--- src/rtl/router_pkt_tx.sv ---
// Router write-port packet source: buffers a payload, then streams header+payload+parity
// with pkt_vld held through busy stalls, and samples the router error flag afterwards.
module router_pkt_tx #(
   parameter int ERR_WAIT = 3,
   parameter int GAP      = 1
) (
   input  logic       i_clock,
   input  logic       i_rstn,
   input  logic       i_start,
   input  logic [1:0] i_dest_addr,
   input  logic [5:0] i_pay_len,
   input  logic [7:0] i_pay_data,
   input  logic       i_pay_valid,
   output logic       o_pay_ready,
   output logic [7:0] o_data_in,
   output logic       o_pkt_vld,
   input  logic       i_busy,
   input  logic       i_error,
   output logic       o_tx_idle,
   output logic       o_tx_done,
   output logic       o_tx_err,
   output logic       o_req_reject
);

   typedef enum logic [2:0] {
      S_IDLE, S_LOAD, S_HEADER, S_PAYLOAD, S_PARITY, S_ERRW, S_GAP
   } state_t;

   state_t     r_state, w_state;
   logic [1:0] r_addr, w_addr;
   logic [5:0] r_len, w_len, r_wr, w_wr, r_rd, w_rd, w_rd_inc;
   logic [7:0] r_par, w_par, r_cnt, w_cnt;
   logic       r_pay_ready, w_pay_ready;
   logic [7:0] r_data, w_data;
   logic       r_vld, w_vld, r_idle, w_idle, r_done, w_done;
   logic       r_err, w_err, r_rej, w_rej;
   logic       w_we, w_xfer;
   logic [7:0] w_hdr;
   logic [7:0] r_buf [64];

   assign w_xfer   = r_pay_ready & i_pay_valid;
   assign w_hdr    = {r_len, r_addr};
   assign w_rd_inc = r_rd + 6'd1;

   always_comb begin
      w_state     = r_state;
      w_addr      = r_addr;
      w_len       = r_len;
      w_wr        = r_wr;
      w_rd        = r_rd;
      w_par       = r_par;
      w_cnt       = r_cnt;
      w_pay_ready = r_pay_ready;
      w_data      = r_data;
      w_vld       = r_vld;
      w_idle      = r_idle;
      w_err       = r_err;
      w_done      = 1'b0;
      w_rej       = 1'b0;
      w_we        = 1'b0;
      case (r_state)
         S_IDLE: begin
            if (i_start) begin
               if (i_dest_addr == 2'd3 || i_pay_len == 6'd0) begin
                  w_rej = 1'b1;
               end else begin
                  w_state     = S_LOAD;
                  w_addr      = i_dest_addr;
                  w_len       = i_pay_len;
                  w_wr        = 6'd0;
                  w_par       = 8'd0;
                  w_err       = 1'b0;
                  w_pay_ready = 1'b1;
                  w_idle      = 1'b0;
               end
            end
         end
         S_LOAD: begin
            if (w_xfer) begin
               w_we  = 1'b1;
               w_wr  = r_wr + 6'd1;
               w_par = r_par ^ i_pay_data;
               if (r_wr == r_len - 6'd1) begin
                  // Header is folded into the parity as it goes out on the wire.
                  w_state     = S_HEADER;
                  w_pay_ready = 1'b0;
                  w_data      = w_hdr;
                  w_vld       = 1'b1;
                  w_par       = r_par ^ i_pay_data ^ w_hdr;
               end
            end
         end
         S_HEADER: begin
            if (!i_busy) begin
               w_state = S_PAYLOAD;
               w_rd    = 6'd0;
               w_data  = r_buf[0];
            end
         end
         S_PAYLOAD: begin
            if (!i_busy) begin
               if (r_rd == r_len - 6'd1) begin
                  w_state = S_PARITY;
                  w_data  = r_par;
                  w_vld   = 1'b0;
               end else begin
                  w_rd   = w_rd_inc;
                  w_data = r_buf[w_rd_inc];
               end
            end
         end
         S_PARITY: begin
            if (!i_busy) begin
               w_state = S_ERRW;
               w_data  = 8'd0;
               w_cnt   = 8'd0;
            end
         end
         S_ERRW: begin
            w_err = r_err | i_error;
            w_cnt = r_cnt + 8'd1;
            if (r_cnt == 8'(ERR_WAIT - 1)) begin
               w_done = 1'b1;
               w_cnt  = 8'd0;
               if (GAP == 0) begin
                  w_state = S_IDLE;
                  w_idle  = 1'b1;
               end else begin
                  w_state = S_GAP;
               end
            end
         end
         S_GAP: begin
            w_cnt = r_cnt + 8'd1;
            if (r_cnt == 8'(GAP - 1)) begin
               w_state = S_IDLE;
               w_idle  = 1'b1;
            end
         end
         default: w_state = S_IDLE;
      endcase
   end

   always_ff @(posedge i_clock or negedge i_rstn) begin
      if (!i_rstn) begin
         r_state     <= S_IDLE;
         r_addr      <= 2'd0;
         r_len       <= 6'd0;
         r_wr        <= 6'd0;
         r_rd        <= 6'd0;
         r_par       <= 8'd0;
         r_cnt       <= 8'd0;
         r_pay_ready <= 1'b0;
         r_data      <= 8'd0;
         r_vld       <= 1'b0;
         r_idle      <= 1'b1;
         r_done      <= 1'b0;
         r_err       <= 1'b0;
         r_rej       <= 1'b0;
      end else begin
         r_state     <= w_state;
         r_addr      <= w_addr;
         r_len       <= w_len;
         r_wr        <= w_wr;
         r_rd        <= w_rd;
         r_par       <= w_par;
         r_cnt       <= w_cnt;
         r_pay_ready <= w_pay_ready;
         r_data      <= w_data;
         r_vld       <= w_vld;
         r_idle      <= w_idle;
         r_done      <= w_done;
         r_err       <= w_err;
         r_rej       <= w_rej;
      end
   end

   // Payload store carries no reset; contents are don't-care until written.
   always_ff @(posedge i_clock) begin
      if (w_we) r_buf[r_wr] <= i_pay_data;
   end

   assign o_pay_ready  = r_pay_ready;
   assign o_data_in    = r_data;
   assign o_pkt_vld    = r_vld;
   assign o_tx_idle    = r_idle;
   assign o_tx_done    = r_done;
   assign o_tx_err     = r_err;
   assign o_req_reject = r_rej;

endmodule

--- config.mk ---
export PLATFORM = sky130hd
export DESIGN_NAME = router_pkt_tx
export DESIGN_NICKNAME = d
export VERILOG_FILES = /design/src/rtl/router_pkt_tx.sv
export SDC_FILE = /design/constraint.sdc
export NUM_CORES = 1
export LEC_CHECK = 0
export ABC_AREA = 1
export CAP_MARGIN = 20
export CORE_MARGIN = 2
export CORE_UTILIZATION = 56
export DETAILED_ROUTE_END_ITERATION = 8
export GPL_ROUTABILITY_DRIVEN = 0
export PLACE_DENSITY = 0.75
export RECOVER_POWER = 50
export SLEW_MARGIN = 20
export SYNTH_ARGS = -nofsm -noshare
export SYNTH_HDL_FRONTEND = slang
export SYNTH_SLANG_ARGS = --single-unit
--- constraint.sdc ---
create_clock -name i_clock -period 2.1 [get_ports i_clock]
set_clock_uncertainty 0.15 [all_clocks]
set_input_delay 0.42 -clock i_clock [delete_from_list [all_inputs] [get_ports i_clock]]
set_output_delay 0.42 -clock i_clock [all_outputs]
set_load 0.01 [all_outputs]
==> results.md <==
- The run finished, with violations left.
- The final reports fail on capacitance limit, slew limit, setup timing.
- The first global-routing pass estimated 97,800 µm of wire.
- The class of the most critical setup path is flip-flop to flip-flop.
- For the worst-skew pair, the clock arrives at the later sink with an insertion delay of 0.61 ns.
- The number of DRC markers in iteration 0 is 2,300.
- The remaining global-route overflow is 0.
- During synthesis, Yosys emitted a total of 0 warnings.
- The via density per instance is 6.05.
- The number of antenna diodes in the final layout is 0.
- For this design the total switching power over the nets is 0.0108 W.
- The die is 211 µm tall.
- The final period utilization is 112%.
- Wires add up to 66,700 µm.
- Sorting the synthesized cells by how often they occur yields 660 x sky130_fd_sc_hd__nand2_1, 545 x sky130_fd_sc_hd__nand3_1, 512 x sky130_fd_sc_hd__edfxtp_1.
- The count of flip-flops with a built-in enable after synthesis is 512.
- Entering global routing, the biggest net connects 65 pins.
- The via count of the first global-routing pass is 17.3k.
- The routed wire length on met3 is 6270 µm.
- In this run the tightest slew margin relative to its limit is -20.9%.
- The area growth from synthesis to layout is 22.2%.
- The smallest clock period supported by the final layout is computed as 2.36 ns.
- The tightest min-delay check is of the input port to flip-flop type.
- The highest signal layer in the routed design is met4.
- The routed layout has 18.1k vias.
- The placeable core area is 0.0422 mm².
- The x dimension of the die is 211 µm.
- VDD sags by at most 959 µV.
- The residual DRC count is 0.
- The fraction of power consumed by combinational cells is 30.1%.
- The initial antenna violation count was 0.
- The sequential share of the synthesized area is 69.4%.
- The floorplan has 75 rows.
- The element type at the critical path start is a flip-flop.
- The required time of the critical path is 2.45 ns.
- The maximum root-to-sink buffer count is 3.
- The detailed placer's ending HPWL is 41,200 µm.
- Buffers inserted during clock tree synthesis total 56.
- Sorting the synthesized cells by area gives the leading types as sky130_fd_sc_hd__edfxtp_1 64%, sky130_fd_sc_hd__nand3_1 11%, sky130_fd_sc_hd__nand2_1 10%.
- The mapped netlist covers 0.0241 mm².
- The routed length on met2 is 32,400 µm.
- The smallest hold slack is 0.127 ns.
- TritonCTS built the clock tree.
- The mean area per synthesized cell is 10.9 µm².
- Before CTS, the worst setup slack after placement is -0.520 ns.
- The analysis attributes to cell leakage a power of 11.1 nW.
- The first detailed-routing pass ran for 7 iterations.
- The area fraction of the dominant cell type after synthesis is 63.9%.
- The hold violation total from the final report is 0.
- The placed instances occupy a cell area of 0.0267 mm².
- The total track usage is 29.3%.
- The leading area contributor after synthesis is sky130_fd_sc_hd__edfxtp_1.
- For the worst setup path, the data arrival time is 2.71 ns.
- The clock tree root driver cell is sky130_fd_sc_hd__clkbuf_16.
- The part of the total power dissipated in sequential elements is 39.8%.
- The design area is 0.0294 mm².
- The number of instances in the synthesized netlist is 2,208.
- The net count after synthesis is 2,236.
- The internal power is 0.0221 W.
- The slew at the pin closest to its max-slew limit is 1.81 ns.
- Clock tree synthesis found a total of 565 sinks.
- The initial utilization of the core area, before any placement, comes to 57.0%.
- Across all setup checks in the final design, the least slack found is -0.262 ns.
- Setup violations remaining at the end of the flow were counted as 32.
- The fraction of power spent switching nets is 32.8%.
- The CTS clock-pin slew for the worst setup and hold paths is 0.06 ns.
- The worst register-to-register path has a setup slack of -0.26 ns.
- Port buffering added 35 buffers.
- The cell with the most instances after synthesis is sky130_fd_sc_hd__nand2_1.
- The clock tree synthesis step divided the H-tree into 2 levels.
- In this run, the clock network consumes 30.2% of the power.
- The per-cell routed wire length is 22.3 µm.
- Setup repair after global routing could not meet its margin everywhere.
- The design draws 0.0329 W.
- In the synthesized netlist the dominant register cell turns out to be sky130_fd_sc_hd__edfxtp_1.
- The max capacitance violation total is 3.
- Counting flops and latches in the post-synthesis netlist gives 565.
- After filler insertion, the fill cell instance count of the layout stands at 2,839.
- The share of layout cells above drive strength 1 is 19.8%.
- The type of destination of the critical path is a flip-flop.
- The max-slew violation count is 175.
- In the synthesized netlist the async set-or-reset flop fraction comes to 9.38%.
- After the last flow step, the layout net total stands at 2,440.
- The overall die area is 0.0446 mm².
- Counting distinct cell types in the post-synthesis netlist gives 35.
- The count of nets left with antenna violations after detail routing is 0.
- The number of I/O pins is 36.
- Timing would allow up to 423 MHz.
- Of all nets on the critical path, the largest fanout is 12.
- In this run the power density over the cells is 1120 mW/mm².
- In the final routing, the length of wire on met1 measures 25,100 µm.
[cell usage in the layout, fill, tap and decap left out, types with 7 or more instances in the layout]
master	count
sky130_fd_sc_hd__buf_6	26
sky130_fd_sc_hd__clkdlybuf4s50_1	13
sky130_fd_sc_hd__a21oi_1	8
sky130_fd_sc_hd__edfxtp_1	512
sky130_fd_sc_hd__clkinv_1	16
sky130_fd_sc_hd__nor3_1	11
sky130_fd_sc_hd__nand3_1	465
sky130_fd_sc_hd__o21ai_1	23
sky130_fd_sc_hd__clkinvlp_4	8
sky130_fd_sc_hd__dlygate4sd2_1	7
sky130_fd_sc_hd__o21ai_0	16
sky130_fd_sc_hd__clkbuf_1	23
sky130_fd_sc_hd__nor2_4	12
sky130_fd_sc_hd__nand3_4	9
sky130_fd_sc_hd__clkbuf_16	60
sky130_fd_sc_hd__dfrtp_1	50
sky130_fd_sc_hd__nor2_2	36
sky130_fd_sc_hd__nand3_2	77
sky130_fd_sc_hd__nand2_2	19
sky130_fd_sc_hd__xnor2_1	10
sky130_fd_sc_hd__buf_4	135
sky130_fd_sc_hd__clkinv_2	10
sky130_fd_sc_hd__buf_12	32
sky130_fd_sc_hd__xor2_1	9
sky130_fd_sc_hd__nand2_1	645
sky130_fd_sc_hd__inv_2	9
sky130_fd_sc_hd__nor2_1	76
sky130_fd_sc_hd__nand4_1	11
sky130_fd_sc_hd__clkbuf_2	10
sky130_fd_sc_hd__inv_1	61
[worst max-delay path, cell delays in order (launching register included)]
cell and delay (ns):
sky130_fd_sc_hd__dfrtp_4 0.50, sky130_fd_sc_hd__ha_4 0.32, sky130_fd_sc_hd__buf_12 0.15, sky130_fd_sc_hd__buf_12 0.13, sky130_fd_sc_hd__buf_16 0.14, sky130_fd_sc_hd__nand3_1 0.12, sky130_fd_sc_hd__nand3_1 0.10, sky130_fd_sc_hd__nand3_1 0.12
sky130_fd_sc_hd__nand3_2 0.13, sky130_fd_sc_hd__nand3_2 0.11, sky130_fd_sc_hd__nand3_2 0.11, sky130_fd_sc_hd__nand2_1 0.05, sky130_fd_sc_hd__nand2_1 0.05, sky130_fd_sc_hd__nand2_1 0.05
[cell type report]
class	count	area [µm²]	share of cell area, %
Clock buffer	63	1450	4.93
Clock inverter	40	355	1.21
Inverter	76	315	1.07
Multi-Input combinational cell	1452	7260	24.7
Sequential cell	565	16700	56.8
Tap cell	539	674	2.29
Timing Repair Buffer	261	2650	9.00
[per-stage QoR]
step	TNS [ns]	cells	utilization [%]
2_1_floorplan	-55.77	2208	-
3_3_place_gp	-185.98	2876	63.2
3_5_place_dp	-203.20	2876	63.2
4_1_cts	-1.69	2987	68.7
5_1_grt	-3.81	2996	69.6
6_report	-2.23	2996	69.6
[logic make-up (layout without fill, tap and decap cells)]
kind of cell	count (synthesis)	in the layout	synth area share [%]
buf+inv	191	440	3.42
flops	565	565	69.4
compound gates	56	56	1.22
xor+xnor	21	21	0.827
fa+ha+maj	6	6	0.312
simple gates	1369	1369	24.8
[final timing paths]
check / from / to / depth (start not counted)
max reg2reg: r_rd[0] / o_data_in[7] / 13
min reg2reg: o_pkt_vld / o_pkt_vld / 2
max in group asynchronous: i_rstn / r_rd[0] / 3
max: r_rd[0] / o_data_in[7] / 13
min: i_pay_data[2] / r_buf[49][2] / 1
min in group asynchronous: i_rstn / o_req_reject / 3
[power by group through the flow]
stage / Combinational, W / Clock [W] / Sequential, W
CTS: 0.00902 / 0.00997 / 0.0130
global placement: 0.00812 / 0 / 0.0132
finish: 0.00988 / 0.00991 / 0.0131
detailed placement: 0.00832 / 0 / 0.0132
floorplan: 0.00508 / 0 / 0.0132
global route: 0.0106 / 0.0104 / 0.0131
[sequential cells by signal, indices dropped and copies added (netlist names), 2 cells and up]
| name | count |
|---|---|
| r_addr | 2 |
| r_state | 3 |
| r_buf | 512 |
| r_wr | 6 |
| r_rd | 6 |
| r_par | 8 |
| r_cnt | 8 |
| o_data_in | 8 |
| r_len | 6 |
[layer usage]
| layer | vias to the layer above | global-route usage [%] |
|---|---|---|
| li1 | 8102 | - |
| met4 | 0 | 12.2 |
| met3 | 200 | 5.71 |
| met1 | 8774 | 37.4 |
| met5 | - | 0 |
| met2 | 1063 | 49.5 |
[timing repair]
action | CTS | global route
pin swaps | 12 | 27
setup endpoints to repair | 454 | 466
gates resized for setup | 97 | 121
hold endpoints to repair | 53 | 0
cloned | 4 | 3
setup buffers | 3 | 7
hold buffers | 1 | 0
No activity file was read; power rests on OpenSTA's default activity.
